<file path="src/rtl/pu_riscv_mul_serial_if.sv">
// ID/EX-to-multiplier bundle: operands and instruction in, stall and result strobe back.
// The pipeline side is the master; the multiply unit is the slave.
interface pu_riscv_mul_serial_if #(
    parameter int XLEN = 64,
    parameter int ILEN = 64
);
    logic            ex_stall;
    logic            id_bubble;
    logic [ILEN-1:0] id_instr;
    logic [XLEN-1:0] opA;
    logic [XLEN-1:0] opB;
    logic [1:0]      st_xlen;
    logic            mul_stall;
    logic            mul_bubble;
    logic [XLEN-1:0] mul_r;

    modport master (
        output ex_stall, id_bubble, id_instr, opA, opB, st_xlen,
        input  mul_stall, mul_bubble, mul_r
    );

    modport slave (
        input  ex_stall, id_bubble, id_instr, opA, opB, st_xlen,
        output mul_stall, mul_bubble, mul_r
    );
endinterface

</file>
<file path="src/rtl/pu_riscv_mul_serial.sv">
// Bit-serial RV64M/RV32M multiplier: XLEN+1 busy cycles (33 for MULW), early-out on a zero operand.
// Holds the pipeline via mul_stall while busy; ignores new instructions until back in ST_CHK.
module pu_riscv_mul_serial #(
    parameter int XLEN = 64,
    parameter int ILEN = 64
) (
    input logic                  clk,
    input logic                  rst,
    pu_riscv_mul_serial_if.slave bus
);
    localparam int         CW    = $clog2(XLEN);
    localparam logic [1:0] RV32I = 2'b01;

    typedef enum logic [1:0] {ST_CHK, ST_MUL, ST_RES} state_t;

    state_t              state;
    logic [CW-1:0]       cnt;
    logic [XLEN-1:0]     mcand;
    logic [2*XLEN-1:0]   prod;
    logic                neg_q;
    logic                early;
    logic [2:0]          fmt_f3;
    logic                fmt_w;
    logic                mul_stall_q;
    logic                mul_bubble_q;
    logic [XLEN-1:0]     mul_r_q;

    // Instruction decode
    logic [6:0] f7;
    logic [2:0] f3;
    logic [4:0] opc;
    logic       m_ext, is_mul, is_mulh, is_mulhsu, is_mulhu, is_mulw, dec_vld;

    assign f7        = bus.id_instr[31:25];
    assign f3        = bus.id_instr[14:12];
    assign opc       = bus.id_instr[6:2];
    assign m_ext     = (f7 == 7'b0000001);
    assign is_mul    = m_ext && (f3 == 3'b000) && (opc == 5'b01100);
    assign is_mulh   = m_ext && (f3 == 3'b001) && (opc == 5'b01100);
    assign is_mulhsu = m_ext && (f3 == 3'b010) && (opc == 5'b01100);
    assign is_mulhu  = m_ext && (f3 == 3'b011) && (opc == 5'b01100);
    assign is_mulw   = m_ext && (f3 == 3'b000) && (opc == 5'b01110) && (bus.st_xlen != RV32I);
    assign dec_vld   = is_mul | is_mulh | is_mulhsu | is_mulhu | is_mulw;

    logic unused_instr;
    assign unused_instr = ^{bus.id_instr[ILEN-1:32], bus.id_instr[24:15],
                            bus.id_instr[11:7], bus.id_instr[1:0]};

    // Operand conditioning: MULW works on zero-extended low words
    logic [XLEN-1:0] op_a, op_b, mag_a, mag_b;
    logic            neg_a, neg_b, neg, zero_op;

    assign op_a    = is_mulw ? XLEN'(bus.opA[31:0]) : bus.opA;
    assign op_b    = is_mulw ? XLEN'(bus.opB[31:0]) : bus.opB;
    assign neg_a   = (is_mul | is_mulh | is_mulhsu) & op_a[XLEN-1];
    assign neg_b   = (is_mul | is_mulh) & op_b[XLEN-1];
    assign mag_a   = neg_a ? (~op_a + 1'b1) : op_a;
    assign mag_b   = neg_b ? (~op_b + 1'b1) : op_b;
    assign neg     = neg_a ^ neg_b;
    assign zero_op = (op_a == '0) || (op_b == '0);

    // Shift-add step: multiplier sits in the low half and drains out LSB first
    logic [XLEN:0] step_sum;
    assign step_sum = {1'b0, prod[2*XLEN-1:XLEN]} + (prod[0] ? {1'b0, mcand} : '0);

    // Result formatting; a 32-step run leaves the product XLEN-32 bits too high
    logic [2*XLEN-1:0] mag_p, p;
    logic [XLEN-1:0]   res;

    always_comb begin
        mag_p = fmt_w ? (prod >> (XLEN - 32)) : prod;
        p     = neg_q ? (~mag_p + 1'b1) : mag_p;
        res   = p[XLEN-1:0];
        if (fmt_f3 != 3'b000)
            res = p[2*XLEN-1:XLEN];
        else if (fmt_w)
            res = XLEN'($signed(p[31:0]));
    end

    always_ff @(posedge clk) begin
        if (rst) begin
            state        <= ST_CHK;
            cnt          <= '0;
            mcand        <= '0;
            prod         <= '0;
            neg_q        <= 1'b0;
            early        <= 1'b0;
            fmt_f3       <= '0;
            fmt_w        <= 1'b0;
            mul_stall_q  <= 1'b0;
            mul_bubble_q <= 1'b1;
            mul_r_q      <= '0;
        end else begin
            if (!bus.ex_stall) begin
                fmt_f3 <= f3;
                fmt_w  <= bus.id_instr[3];
            end
            mul_bubble_q <= 1'b1;
            early        <= 1'b0;

            case (state)
                ST_CHK: begin
                    if (early) begin
                        mul_r_q      <= '0;
                        mul_bubble_q <= 1'b0;
                    end
                    if (!bus.ex_stall && !bus.id_bubble && dec_vld) begin
                        if (zero_op) begin
                            early <= 1'b1;
                        end else begin
                            mcand       <= mag_a;
                            prod        <= {{XLEN{1'b0}}, mag_b};
                            neg_q       <= neg;
                            cnt         <= is_mulw ? CW'(31) : CW'(XLEN - 1);
                            mul_stall_q <= 1'b1;
                            state       <= ST_MUL;
                        end
                    end
                end
                ST_MUL: begin
                    prod <= {step_sum, prod[XLEN-1:1]};
                    cnt  <= cnt - CW'(1);
                    if (cnt == '0)
                        state <= ST_RES;
                end
                ST_RES: begin
                    mul_r_q      <= res;
                    mul_bubble_q <= 1'b0;
                    mul_stall_q  <= 1'b0;
                    state        <= ST_CHK;
                end
                default: state <= ST_CHK;
            endcase
        end
    end

    assign bus.mul_stall  = mul_stall_q;
    assign bus.mul_bubble = mul_bubble_q;
    assign bus.mul_r      = mul_r_q;
endmodule
</file>
<file path="src/flat_wrapper.sv">
// flat-port wrapper written by rule: the top's interface ports become plain ports
module pu_riscv_mul_serial_flat 
#(
    parameter int XLEN = 64,
    parameter int ILEN = 64
)
  (clk, rst, bus_ex_stall, bus_id_bubble, bus_id_instr, bus_opA, bus_opB, bus_st_xlen, bus_mul_stall, bus_mul_bubble, bus_mul_r);
  pu_riscv_mul_serial_if #(.XLEN(XLEN), .ILEN(ILEN)) bus_i ();
  input logic clk;
  input logic rst;
  input wire logic [$bits(bus_i.ex_stall)-1:0] bus_ex_stall;
  input wire logic [$bits(bus_i.id_bubble)-1:0] bus_id_bubble;
  input wire logic [$bits(bus_i.id_instr)-1:0] bus_id_instr;
  input wire logic [$bits(bus_i.opA)-1:0] bus_opA;
  input wire logic [$bits(bus_i.opB)-1:0] bus_opB;
  input wire logic [$bits(bus_i.st_xlen)-1:0] bus_st_xlen;
  output wire logic [$bits(bus_i.mul_stall)-1:0] bus_mul_stall;
  output wire logic [$bits(bus_i.mul_bubble)-1:0] bus_mul_bubble;
  output wire logic [$bits(bus_i.mul_r)-1:0] bus_mul_r;
  assign bus_i.ex_stall = bus_ex_stall;
  assign bus_i.id_bubble = bus_id_bubble;
  assign bus_i.id_instr = bus_id_instr;
  assign bus_i.opA = bus_opA;
  assign bus_i.opB = bus_opB;
  assign bus_i.st_xlen = bus_st_xlen;
  assign bus_mul_stall = bus_i.mul_stall;
  assign bus_mul_bubble = bus_i.mul_bubble;
  assign bus_mul_r = bus_i.mul_r;
  pu_riscv_mul_serial #(.XLEN(XLEN), .ILEN(ILEN)) u_core (.clk(clk), .rst(rst), .bus(bus_i));
endmodule
</file>
<file path="config.mk">
export PLATFORM = sky130hd
export DESIGN_NAME = pu_riscv_mul_serial_flat
export DESIGN_NICKNAME = d
export VERILOG_FILES = /design/src/rtl/pu_riscv_mul_serial_if.sv /design/src/rtl/pu_riscv_mul_serial.sv /design/src/flat_wrapper.sv
export SDC_FILE = /design/constraint.sdc
export NUM_CORES = 1
export LEC_CHECK = 0
export ABC_AREA = 1
export CAP_MARGIN = 20
export CORE_MARGIN = 3
export CORE_UTILIZATION = 35
export DETAILED_ROUTE_END_ITERATION = 6
export DONT_BUFFER_PORTS = 1
export PLACE_DENSITY = 0.55
export RECOVER_POWER = 50
export SYNTH_ARGS = -nofsm -noshare
export SYNTH_HDL_FRONTEND = slang
export SYNTH_SLANG_ARGS = --single-unit
</file>
<file path="constraint.sdc">
create_clock -name clk -period 7.4 [get_ports clk]
set_input_delay 0.74 -clock clk [delete_from_list [all_inputs] [get_ports clk]]
set_output_delay 0.74 -clock clk [all_outputs]
set_load 0.005 [all_outputs]
</file>
=== Word-level counts from Yosys, hierarchy flattened ===
Cells that the tools add are included.

* Register bits: 272
* Bits in latches: 0
* Bits in writable memories: 0
* ROM bits: 0
* Input bits: 198
* Output and inout port bits: 66
* Word-level logic and storage cells: 99
* Memories: 0

* Add/subtract/negate cells: 5
* Multiply operators: 0
* Div/mod/pow operators: 0
* Magnitude comparators: 0
* Eq/ne operators: 13
* Shifts and indexed selects: 0
* Multiplexer cells: 28
* Bitwise operators: 13
* Reduce and logical (&&, ||, !) cells: 29

{| class="wikitable"
|+ Operators with widths
! cell !! number
|-
| $mux W128 || 4
|-
| $mux W64 || 8
|-
| $pmux W128 S2 || 1
|-
| $add A128 B1 Y128 const B || 1
|-
| $add A64 B1 Y64 const B || 2
|-
| $logic_not A64 Y1 || 2
|-
| $not A128 Y128 || 1
|-
| $not A64 Y64 || 2
|-
| $pmux W64 S2 || 1
|-
| $add A64 B65 Y65 || 1
|-
| $mux W6 || 3
|-
| $logic_and A1 B1 Y1 || 12
|-
| $pmux W6 S2 || 1
|-
| $reduce_and A3 Y1 || 4
|-
| $eq A5 B4 Y1 const B || 2
|-
| $ne A2 B1 Y1 const B || 4
|-
| $eq A7 B1 Y1 const B || 1
|-
| $eq A3 B2 Y1 const B || 2
|-
| $logic_not A6 Y1 || 1
|-
| $mux W2 || 3
|-
| $sub A6 B1 Y6 const B || 1
|-
| $mux W1 || 4
|-
| $or A1 B1 Y1 || 4
|-
| $pmux W1 S2 || 2
|-
| 16 further kinds || 21
|}

=== Depth between registers and ports, before layout ===
Gate-level depths: netlist of run 1.

* Word-level depth: 11
* Depth in mapped cells: 21
* Mapped depth without buffers: 19

=== Worst setup path before layout of run 1 ===
OpenSTA, ideal clock, no wires.

* Kind: register -> register
* Start: reg u_core.prod[0]
* End: reg u_core.prod[121]
* Library setup time: 0.121 ns
* Data arrival time: 2.825 ns
* Required time: 7.279 ns
* Setup slack: 4.453 ns
* Cell stages (with the launch flop): 20
* Buffers on the path: 2
* Period minus slack after synthesis: 2.947 ns
* Cells stage by stage: dfxtp_1 > clkbuf_1 > buf_1 > nand2_1 > inv_1 > ha_1 > inv_1 > fa_1 > inv_1 > nand3_1 > nor2_1 > nor2_1 > o21ai_0 > a21oi_1 > o21ai_0 > nand3_1 > nand2_1 > nand2_1 > nand2_1 > o21ai_0

* Cells in the longest elaborated chain, start to end: 3

{| class="wikitable"
|+ Ends and longest elaborated chain
! element !! RTL line !! text
|-
| start: declaration || pu_riscv_mul_serial.sv:19 || <nowiki>logic [2*XLEN-1:0] prod;</nowiki>
|-
| start signal: assignment || pu_riscv_mul_serial.sv:112 || <nowiki>prod <= {{XLEN{1'b0}}, mag_b};</nowiki>
|-
| start signal: assignment || pu_riscv_mul_serial.sv:121 || <nowiki>prod <= {step_sum, prod[XLEN-1:1]};</nowiki>
|-
| $mux W64 || pu_riscv_mul_serial.sv:64 || <nowiki>assign step_sum = {1'b0, prod[2*XLEN-1:XLEN]} + (prod[0] ? {1'b0, mcand} : '0);</nowiki>
|-
| $add A64 B65 Y65 || pu_riscv_mul_serial.sv:64 ||
|-
| $pmux W128 S2 || pu_riscv_mul_serial.sv:101 || <nowiki>case (state)</nowiki>
|}

Every way passes these cells.
A chain may end at the register's enable or synchronous reset.

=== Worst setup path after layout of run 1 ===
* Start: reg u_core.fmt_w
* End: reg u_core.mul_r_q[56] (netlist: u_core.bus.mul_r[56])

* Cells in the longest elaborated chain, start to end: 7

{| class="wikitable"
|+ Ends and longest elaborated chain
! element !! RTL line !! text
|-
| start: declaration || pu_riscv_mul_serial.sv:23 || <nowiki>logic fmt_w;</nowiki>
|-
| start signal: assignment || pu_riscv_mul_serial.sv:96 || <nowiki>fmt_w <= bus.id_instr[3];</nowiki>
|-
| $mux W128 || pu_riscv_mul_serial.sv:71 || <nowiki>mag_p = fmt_w ? (prod >> (XLEN - 32)) : prod;</nowiki>
|-
| $not A128 Y128 || pu_riscv_mul_serial.sv:72 || <nowiki>p = neg_q ? (~mag_p + 1'b1) : mag_p;</nowiki>
|-
| $add A128 B1 Y128 || pu_riscv_mul_serial.sv:72 ||
|-
| $mux W128 || pu_riscv_mul_serial.sv:72 ||
|-
| $mux W64 || pu_riscv_mul_serial.sv:76 || <nowiki>else if (fmt_w)</nowiki>
|-
| $mux W64 * || pu_riscv_mul_serial.sv:74 || <nowiki>if (fmt_f3 != 3'b000)</nowiki>
|-
| $pmux W64 S2 * || pu_riscv_mul_serial.sv:101 ||
|-
| end signal: assignment || pu_riscv_mul_serial.sv:127 || <nowiki>mul_r_q <= res;</nowiki>
|-
| end: declaration || pu_riscv_mul_serial.sv:26 || <nowiki>logic [XLEN-1:0] mul_r_q;</nowiki>
|}

Mark *: on every way between the ends. The rest lies on a longest branch, timed or not.

==> results of run 1 <==
[kinds of logic (layout without fill, tap and decap cells)]
family | count (synthesis) | after routing | share of synthesized area
buf+inv | 746 | 639 | 0.1143
simple gates | 2959 | 2959 | 0.4471
fa+ha+maj | 70 | 70 | 0.03182
flops | 272 | 272 | 0.1962
compound gates | 914 | 914 | 0.1798
xor+xnor | 98 | 98 | 0.03092
[synth_stat cells, types with 10 or more instances]
| cell type | n | share of area |
|---|---|---|
| sky130_fd_sc_hd__xnor2_1 | 36 | 0.011 |
| sky130_fd_sc_hd__buf_6 | 25 | 0.010 |
| sky130_fd_sc_hd__o21bai_1 | 18 | 0.0049 |
| sky130_fd_sc_hd__a21oi_1 | 332 | 0.060 |
| sky130_fd_sc_hd__nand3b_1 | 28 | 0.0076 |
| sky130_fd_sc_hd__buf_1 | 24 | 0.0032 |
| sky130_fd_sc_hd__xor2_1 | 62 | 0.020 |
| sky130_fd_sc_hd__nor2_4 | 15 | 0.0061 |
| sky130_fd_sc_hd__nand2_2 | 39 | 0.0088 |
| sky130_fd_sc_hd__nor2_1 | 628 | 0.085 |
| sky130_fd_sc_hd__nor3_1 | 39 | 0.0070 |
| sky130_fd_sc_hd__o21ai_2 | 26 | 0.0082 |
| sky130_fd_sc_hd__o21ai_1 | 74 | 0.013 |
| sky130_fd_sc_hd__a31oi_1 | 17 | 0.0038 |
| sky130_fd_sc_hd__nor2_2 | 49 | 0.011 |
| sky130_fd_sc_hd__buf_2 | 41 | 0.0074 |
| sky130_fd_sc_hd__nand3_1 | 408 | 0.074 |
| sky130_fd_sc_hd__inv_1 | 540 | 0.073 |
| sky130_fd_sc_hd__dfxtp_1 | 272 | 0.20 |
| sky130_fd_sc_hd__o211ai_1 | 10 | 0.0027 |
| sky130_fd_sc_hd__nand2_1 | 1654 | 0.22 |
| sky130_fd_sc_hd__nand4_1 | 64 | 0.014 |
| sky130_fd_sc_hd__o21ai_0 | 370 | 0.067 |
| sky130_fd_sc_hd__clkbuf_1 | 91 | 0.012 |
| sky130_fd_sc_hd__ha_1 | 69 | 0.031 |
| sky130_fd_sc_hd__o41ai_1 | 24 | 0.0076 |
[registers in the layout, indices dropped and copies added, names as in the netlist]
name,count
u_core.cnt,6
u_core.mcand,64
u_core.bus.mul_bubble,1
u_core.fmt_w,1
u_core.bus.mul_r,64
u_core.bus.mul_stall,1
u_core.state,2
u_core.prod,128
u_core.fmt_f3,3
u_core.neg_q,1
u_core.early,1
[report_power, final]
group	switching, µW	internal (µW)
combinational	505	177
sequential	2.16	1470
clock	760	1170
total	1270	2820
[critical path, stage by stage (launching register included)]
cell,delay (ns)
sky130_fd_sc_hd__dfxtp_4,0.39
sky130_fd_sc_hd__inv_4,0.28
sky130_fd_sc_hd__buf_4,0.58
sky130_fd_sc_hd__clkbuf_1,1.93
sky130_fd_sc_hd__nand2_1,0.41
sky130_fd_sc_hd__nand2_1,0.27
sky130_fd_sc_hd__nand2_1,0.13
sky130_fd_sc_hd__nor2_1,0.29
sky130_fd_sc_hd__nand2_1,0.20
sky130_fd_sc_hd__nor2_1,0.33
sky130_fd_sc_hd__nand2_1,0.17
sky130_fd_sc_hd__nor2_1,0.16
sky130_fd_sc_hd__nand3_1,0.09
sky130_fd_sc_hd__nand2_1,0.09
sky130_fd_sc_hd__nand2_1,0.05
sky130_fd_sc_hd__nand2_1,0.08
sky130_fd_sc_hd__nand2_1,0.05
sky130_fd_sc_hd__nand3_1,0.14
sky130_fd_sc_hd__a21oi_1,0.08
[cells in the final DEF, fill, tap and decap left out, types with 8 or more instances in the layout]
| cell type | count |
|---|---|
| sky130_fd_sc_hd__a21oi_1 | 332 |
| sky130_fd_sc_hd__a221oi_1 | 9 |
| sky130_fd_sc_hd__a31oi_1 | 17 |
| sky130_fd_sc_hd__buf_4 | 22 |
| sky130_fd_sc_hd__clkbuf_1 | 10 |
| sky130_fd_sc_hd__clkbuf_16 | 35 |
| sky130_fd_sc_hd__dfxtp_1 | 269 |
| sky130_fd_sc_hd__ha_1 | 69 |
| sky130_fd_sc_hd__inv_1 | 539 |
| sky130_fd_sc_hd__nand2_1 | 1661 |
| sky130_fd_sc_hd__nand2_2 | 31 |
| sky130_fd_sc_hd__nand3_1 | 409 |
| sky130_fd_sc_hd__nand3b_1 | 28 |
| sky130_fd_sc_hd__nand4_1 | 65 |
| sky130_fd_sc_hd__nor2_1 | 633 |
| sky130_fd_sc_hd__nor2_2 | 43 |
| sky130_fd_sc_hd__nor2_4 | 16 |
| sky130_fd_sc_hd__nor3_1 | 38 |
| sky130_fd_sc_hd__nor4_1 | 8 |
| sky130_fd_sc_hd__o211ai_1 | 10 |
| sky130_fd_sc_hd__o21ai_0 | 375 |
| sky130_fd_sc_hd__o21ai_1 | 68 |
| sky130_fd_sc_hd__o21ai_2 | 26 |
| sky130_fd_sc_hd__o21bai_1 | 18 |
| sky130_fd_sc_hd__o41ai_1 | 24 |
| sky130_fd_sc_hd__or2_2 | 9 |
| sky130_fd_sc_hd__xnor2_1 | 36 |
| sky130_fd_sc_hd__xor2_1 | 62 |
[worst paths after layout]
path                                      start                   end  slack (ns)  cells past startpoint
worst max-delay path               u_core.fmt_w  u_core.bus.mul_r[56]        1.50                     18
worst min register to register  u_core.prod[11]       u_core.prod[11]        0.46                      2
worst min-delay path                        rst         u_core.cnt[2]        0.26                      1
worst max register to register     u_core.fmt_w  u_core.bus.mul_r[56]        1.50                     18
[area by class of cell]
class                   instances  area, µm²  area share
multi-input cells            4041      19120      0.6496
well taps                    1040       1301     0.04422
repair buffers                 27      200.2    0.006803
inverters                     551       2071     0.07037
clock buffers                  45      953.4     0.03240
flip-flops and latches        272       5454      0.1853
clock inverters                16      330.3     0.01122
[per-stage QoR]
step             util  hold WS (ns)  total power [µW]
2_1_floorplan       -        0.4400              2002
4_1_cts        0.3785        0.2414              4107
6_report       0.3774        0.2609              4083
3_3_place_gp   0.3620        0.4464              2163
5_1_grt        0.3774        0.2308              4242
3_5_place_dp   0.3620        0.4534              2160
[metal layers]
layer / track usage / vias up / routed length [µm]
met3: 0.06223 / 211 / 11950
met1: 0.4227 / 15090 / 57920
met2: 0.4699 / 1429 / 55990
met4: 0.1143 / 2 / 5504
met5: 0 / - / 13
li1: - / 16080 / -
==> impl_results.md, run 1 <==
- Outcome: finished with violations
- Violations in the final reports: DRC, capacitance limit, slew limit
- Number of resized instances in the post-cts repair step: 0
- Area of all placed cells without fillers: 29430 µm²
- Final number of hold-violating endpoints: 0
- Leftover overflow at the end of global routing: 0
- Post-Layout Cell Count: 5992
- Final setup violating endpoints: 0
- Placer Congestion: 1.029
- Signed area change from the synthesized netlist to the final layout: 6.013%
- Cell count after placement: 5931
- Number of nets in the layout: 5196
- Library cell used as clock root buffer: sky130_fd_sc_hd__clkbuf_16
- Post-placement setup slack: 2.479 ns
- IR drop worst, VDD: 0.1152 mV
- Peak Freq: 169.5 MHz
- Commonest register cell after synthesis: sky130_fd_sc_hd__dfxtp_1
- Number of max-cap violations: 2
- Worst setup SP type: register
- Net count of the mapped netlist: 5327
- DRC marker count from the first detailed-route iteration: 3468
- Vias per cell: 5.476
- Sum Neg Setup Slack: 0 ns
- Final cycle utilization of the critical path: 0.7973
- HP Class: in -> reg
- Count of mapped cells out of synthesis: 5059
- Routed Antenna Nets: 0
- Headroom to the max-slew limit: -1.065
- Port bufs: 0
- Starting density of the core: 0.3560
- Yosys reg bits: 272
- Number of different library cells in the post-synthesis netlist: 55
- Synthesized cell area: 27760 µm²
- Number of antenna violations at the first check in global routing: 2
- Leakage: 0.01367 µW
- Rows: 102
- Average instance area after synthesis: 5.487 µm²
- Via count of the first global-routing pass: 29650
- Highest net fanout along the worst path: 55
- Ys Warns: 0
- Clk pin slew, worst setup/hold paths: 0.06 ns
- Number of filler cells placed in the layout: 9078
- Die area: 82720 µm²
- Slew of the pin with the lowest slew margin: 3.098 ns
- Cell area reported after detailed placement: 28230 µm²
- CP Data Arrival Time: 6.33 ns
- Core Area: 77980 µm²
- H-tree depth reported by CTS: 2
- Number of antenna repair diodes: 0
- Number of flops mapped to enable cells by yosys: 0
- Post-layout min period: 5.900 ns
- Clock insertion delay at the later pin of the skew report: 0.58 ns
- Layout cell share with drive strength beyond 1: 0.04584
- Post-route DRC: 13
- Wirelength, routed: 131.4 mm
- Power Density: 138.7 nW/µm²
- IO Count: 264
- Final Slew Violations: 109
- Hold buffer count at cts: 0
- Worst setup path class: reg -> reg
- Largest net degree at the start of global routing: 142
- Vias after detailed routing: 32810
- Total iterations of the first detailed-routing run: 7
- Fraction of registers with async set/reset: 0
- Data required time of the worst path: 7.83 ns
- Global-route wire length before repair: 190.9 mm
- RSZ-0062 raised after global routing: no
- Number of buffers between clock root and the deepest sink: 3
- Clock buffers created by TritonCTS: 35
- Die width: 287.6 µm
- Die height: 287.6 µm
- Detail-routed net length per standard cell: 21.93 µm
- Minimum setup slack in the final design: 1.500 ns
- Post-CTS setup-driven buffer insertion count: 0
- Number of clock sinks: 272
- TritonCTS clock tree: done
- Total GRT Usage: 0.3069
- Portion of the post-synthesis area used by sequential elements: 0.1962
- Crit end category: register
- Hpwl dp: 104.6 mm
- Max Clock Skew: 0.02095 ns
(Power assumes the default switching activity.)
==> inputs of run 2 (changes only) <==
ABC_AREA = 0   (was 1)
clock period = 5.5 ns   (was 7.4 ns; I/O delays follow)
==> run 2 against run 1 <==
Net effect:
- sequential share of layout area grew 4.0 points
- final cell count decreased by 36%
- the flow still finishes with violations (DRC, capacitance limit, slew limit)
- largest cell class unchanged
- register-to-register slack worse by 0.74 ns
- largest power group unchanged
- die area fell by 19%
- synthesized area fell by 19%
- hold slack worse by 0.14 ns
- critical endpoint is now u_core.prod[124]
- combinational power down 40%
- core utilization up 0.59 points
==> impl_results.md, run 2 <==
- Ys Warns: 0 (unchanged)
- Clock insertion delay at the later pin of the skew report: 0.57 ns (about the same)
- Clock buffers created by TritonCTS: 36 (+2.9%)
- Cell count after placement: 3766 (-37%)
- Leftover overflow at the end of global routing: 0 (unchanged)
- Top cells by instance count after synthesis: sky130_fd_sc_hd__nor2_1, sky130_fd_sc_hd__nand2_1, sky130_fd_sc_hd__dfxtp_1, sky130_fd_sc_hd__o21ai_0, sky130_fd_sc_hd__a21oi_1
- Vias per cell: 6.174 (+13%)
- Leakage: 0.008364 µW (-39%)
- Sequential standard cell area: 5453 µm² (about the same)
- Number of resized instances in the post-cts repair step: 0 (unchanged)
- IR drop worst, VDD: 0.1408 mV (+22%)
- Final number of hold-violating endpoints: 0 (unchanged)
- Clk pin slew, worst setup/hold paths: 0.06 ns (about the same)
- Post-CTS setup-driven buffer insertion count: 0 (unchanged)
- TritonCTS clock tree: done
- Power consumption: 4695 µW (+15%)
- Critical-path top delay cell: sky130_fd_sc_hd__nor2_1
- Hold path depth: 1 (unchanged)
- HP Class: in -> reg
- Total iterations of the first detailed-routing run: 7 (unchanged)
- Final cycle utilization of the critical path: 0.8688
- Sum Neg Setup Slack: 0 ns (unchanged)
- Flip-flop count of the largest register after layout: 128 (unchanged)
- Number of antenna repair diodes: 0 (unchanged)
- Peak Freq: 209.3 MHz
- Violations in the final reports: DRC, capacitance limit, slew limit
- Hold-critical path endpoint: u_core.bus.mul_r[52]
- Area taken by multi-input logic gates: 15980 µm² (-16%)
- Top-count cell post-synth: sky130_fd_sc_hd__nor2_1
- Number of max-cap violations: 2 (unchanged)
- Outcome: finished with violations
- Synthesized cell area: 22420 µm² (-19%)
- Vias after detailed routing: 23640 (-28%)
- Cells traversed along the worst timing path: or3_1 -> nor4_1 -> or4b_2 -> nor2_1 -> a221oi_1 -> nand2_1 -> nand2_1 -> nor2_1 -> buf_12 -> a22oi_1 -> o21ai_0
- Count of mapped cells out of synthesis: 3085 (-39%)
- Headroom to the max-slew limit: -0.4293 (+0.6360)
- Routed Antenna Nets: 0 (unchanged)
- Largest net degree at the start of global routing: 159 (+12%)
- Power Density: 193.8 nW/µm² (+40%)
- Highest net fanout along the worst path: 25 (-55%)
- Die width: 259.1 µm (-9.9%)
- Signed area change from the synthesized netlist to the final layout: 8.047%
- RR Endpoint: u_core.bus.mul_r[57]
- Crit end category: register
- Post-route DRC: 1 (-12)
- Net count of the mapped netlist: 3353 (-37%)
- Synth top area share: 0.2429 (+0.01921)
- Slew of the pin with the lowest slew margin: 2.136 ns (-0.9620 ns)
- Clock power share: 0.490 (+0.017)
- Leading cell type in the layout, fill and taps excluded: sky130_fd_sc_hd__nor2_1
- Starting density of the core: 0.3548 (-0.001198)
- Power Internal: 3439 µW (+22%)
- Wirelength, routed: 97.35 mm (-26%)
- Commonest register cell after synthesis: sky130_fd_sc_hd__dfxtp_1
- Port bufs: 0 (unchanged)
- RSZ-0062 raised after global routing: no
- Commonest cells after routing, fill and taps aside: sky130_fd_sc_hd__nor2_1, sky130_fd_sc_hd__nand2_1, sky130_fd_sc_hd__dfxtp_1
- Max Clock Skew: 0.01402 ns (-0.006931 ns)
- Post-layout min period: 4.778 ns
- R2R Path Start: u_core.fmt_w
- Hold buffer count at cts: 0 (unchanged)
- Die area: 67130 µm² (-19%)
- Die height: 259.1 µm (-9.9%)
- Number of nets in the layout: 3226 (-38%)
- Worst setup SP type: input port
- Post-synthesis cell type with the largest combined area: sky130_fd_sc_hd__dfxtp_1
- Worst setup path class: in -> reg
- Setup slack of the worst register-to-register path: 0.76 ns (-0.74 ns)
- Hold wc startpoint: rst
- Via count of the first global-routing pass: 21970 (-26%)
- Average instance area after synthesis: 7.268 µm² (+32%)
- Number of different library cells in the post-synthesis netlist: 83 (+51%)
- Number of buffers between clock root and the deepest sink: 3 (unchanged)
- Hpwl dp: 76.07 mm (-27%)
- Number of clock sinks: 272 (unchanged)
- Switching power total: 1257 µW (-0.80%)
- Number of filler cells placed in the layout: 6664 (-27%)
- Rows: 92 (-9.8%)
- Portion of the post-synthesis area used by sequential elements: 0.2429 (+0.04670)
- Cell area reported after detailed placement: 23140 µm² (-18%)
- Relative contribution of combinational cells to total power: 0.088 (-0.079)
- Final Slew Violations: 60 (-45%)
- Global-route wire length before repair: 144.1 mm (-24%)
- H-tree depth reported by CTS: 2 (unchanged)
- Placer Congestion: 0.9979 (-3.0%)
- IO Count: 264 (unchanged)
- Switching part of the total power: 0.2677 (-0.04267)
- Yosys reg bits: 272 (unchanged)
- Critical path's largest stage delay: 1.63 ns (-0.30 ns)
- CP Data Arrival Time: 5.25 ns (-1.08 ns)
- Post-Layout Cell Count: 3829 (-36%)
- Total GRT Usage: 0.2802 (-0.02673)
- Proportion of power drawn by flip-flops and latches: 0.422 (+0.063)
- Final setup violating endpoints: 0 (unchanged)
- Cell types with the largest area share after synthesis: sky130_fd_sc_hd__dfxtp_1, sky130_fd_sc_hd__xnor2_1, sky130_fd_sc_hd__nor2_1
- Fraction of registers with async set/reset: 0 (unchanged)
- Data required time of the worst path: 5.97 ns (-1.86 ns)
- Number of antenna violations at the first check in global routing: 4 (+2)
- Largest Register: u_core.prod
- Number of flops mapped to enable cells by yosys: 0 (unchanged)
- Worst Reg2Reg Path Length in Cells: 11 (-7)
- DRC marker count from the first detailed-route iteration: 2817 (-19%)
- Area of all placed cells without fillers: 24220 µm² (-18%)
- Layout cell share with drive strength beyond 1: 0.06168 (+0.01584)
- Detail-routed net length per standard cell: 25.43 µm (+16%)
- Core Area: 63200 µm² (-19%)
- Library cell used as clock root buffer: sky130_fd_sc_hd__clkbuf_16
[run 2: worst max path at each step]
stage | from | end
CTS | u_core.fmt_w | u_core.bus.mul_r[57]
global placement | u_core.fmt_w | u_core.bus.mul_r[57]
global route | u_core.fmt_w | u_core.bus.mul_r[57]
detailed placement | u_core.fmt_w | u_core.bus.mul_r[57]
floorplan | u_core.fmt_w | u_core.bus.mul_r[54]
finish | bus_opB[23] | u_core.prod[124]
[run 2: critical path, delay by kind of cell]
kind	cells	cell delay, ns
buffers and inverters	1	0.26
AO/OA/AOI/OAI	3	0.43
AND/OR/NAND/NOR	7	4.00
[run 2: through the flow]
step / hold WS, ns / util / setup WS, ns
5_1_grt: 0.08268 / 0.3833 / 0.4533
3_5_place_dp: 0.4423 / 0.3661 / 0.9143
3_3_place_gp: 0.4404 / 0.3659 / 0.9675
6_report: 0.1206 / 0.3833 / 0.7216
2_1_floorplan: 0.4273 / - / 0.05653
4_1_cts: 0.09367 / 0.3838 / 0.8953
[run 2: cells by family after synthesis]
logic type      synth area share
fa+ha+maj                0.03940
buf+inv                  0.04610
flops                     0.2429
mux                      0.04046
xor+xnor                  0.1047
compound gates            0.2632
simple gates              0.2633
[run 2: layer usage]
layer	GRT usage	wire length, µm	vias up	part of all wire
li1	-	-	11010	-
met1	0.3880	43000	11280	0.44
met2	0.4199	40980	1144	0.42
met3	0.06809	9348	203	0.096
met4	0.1029	3985	6	0.041
met5	0	40	-	0.00041
[run 2: final cells by class]
| cell class | count | share of cell area |
|---|---|---|
| multi-input combinational | 2551 | 0.6596 |
| sequential | 272 | 0.2251 |
| tap | 846 | 0.04370 |
| clock buffer | 50 | 0.04271 |
| timing repair buffer | 61 | 0.01989 |
| inverter | 36 | 0.005578 |
| clock inverter | 13 | 0.003461 |
[run 2: power by group through the flow]
stage	sequential [µW]	combinational [µW]	clock [µW]
2_1_floorplan	2020	313	0
3_3_place_gp	2020	399	0
3_5_place_dp	2020	401	0
4_1_cts	1980	403	2360
5_1_grt	1980	446	2430
6_report	1980	413	2300
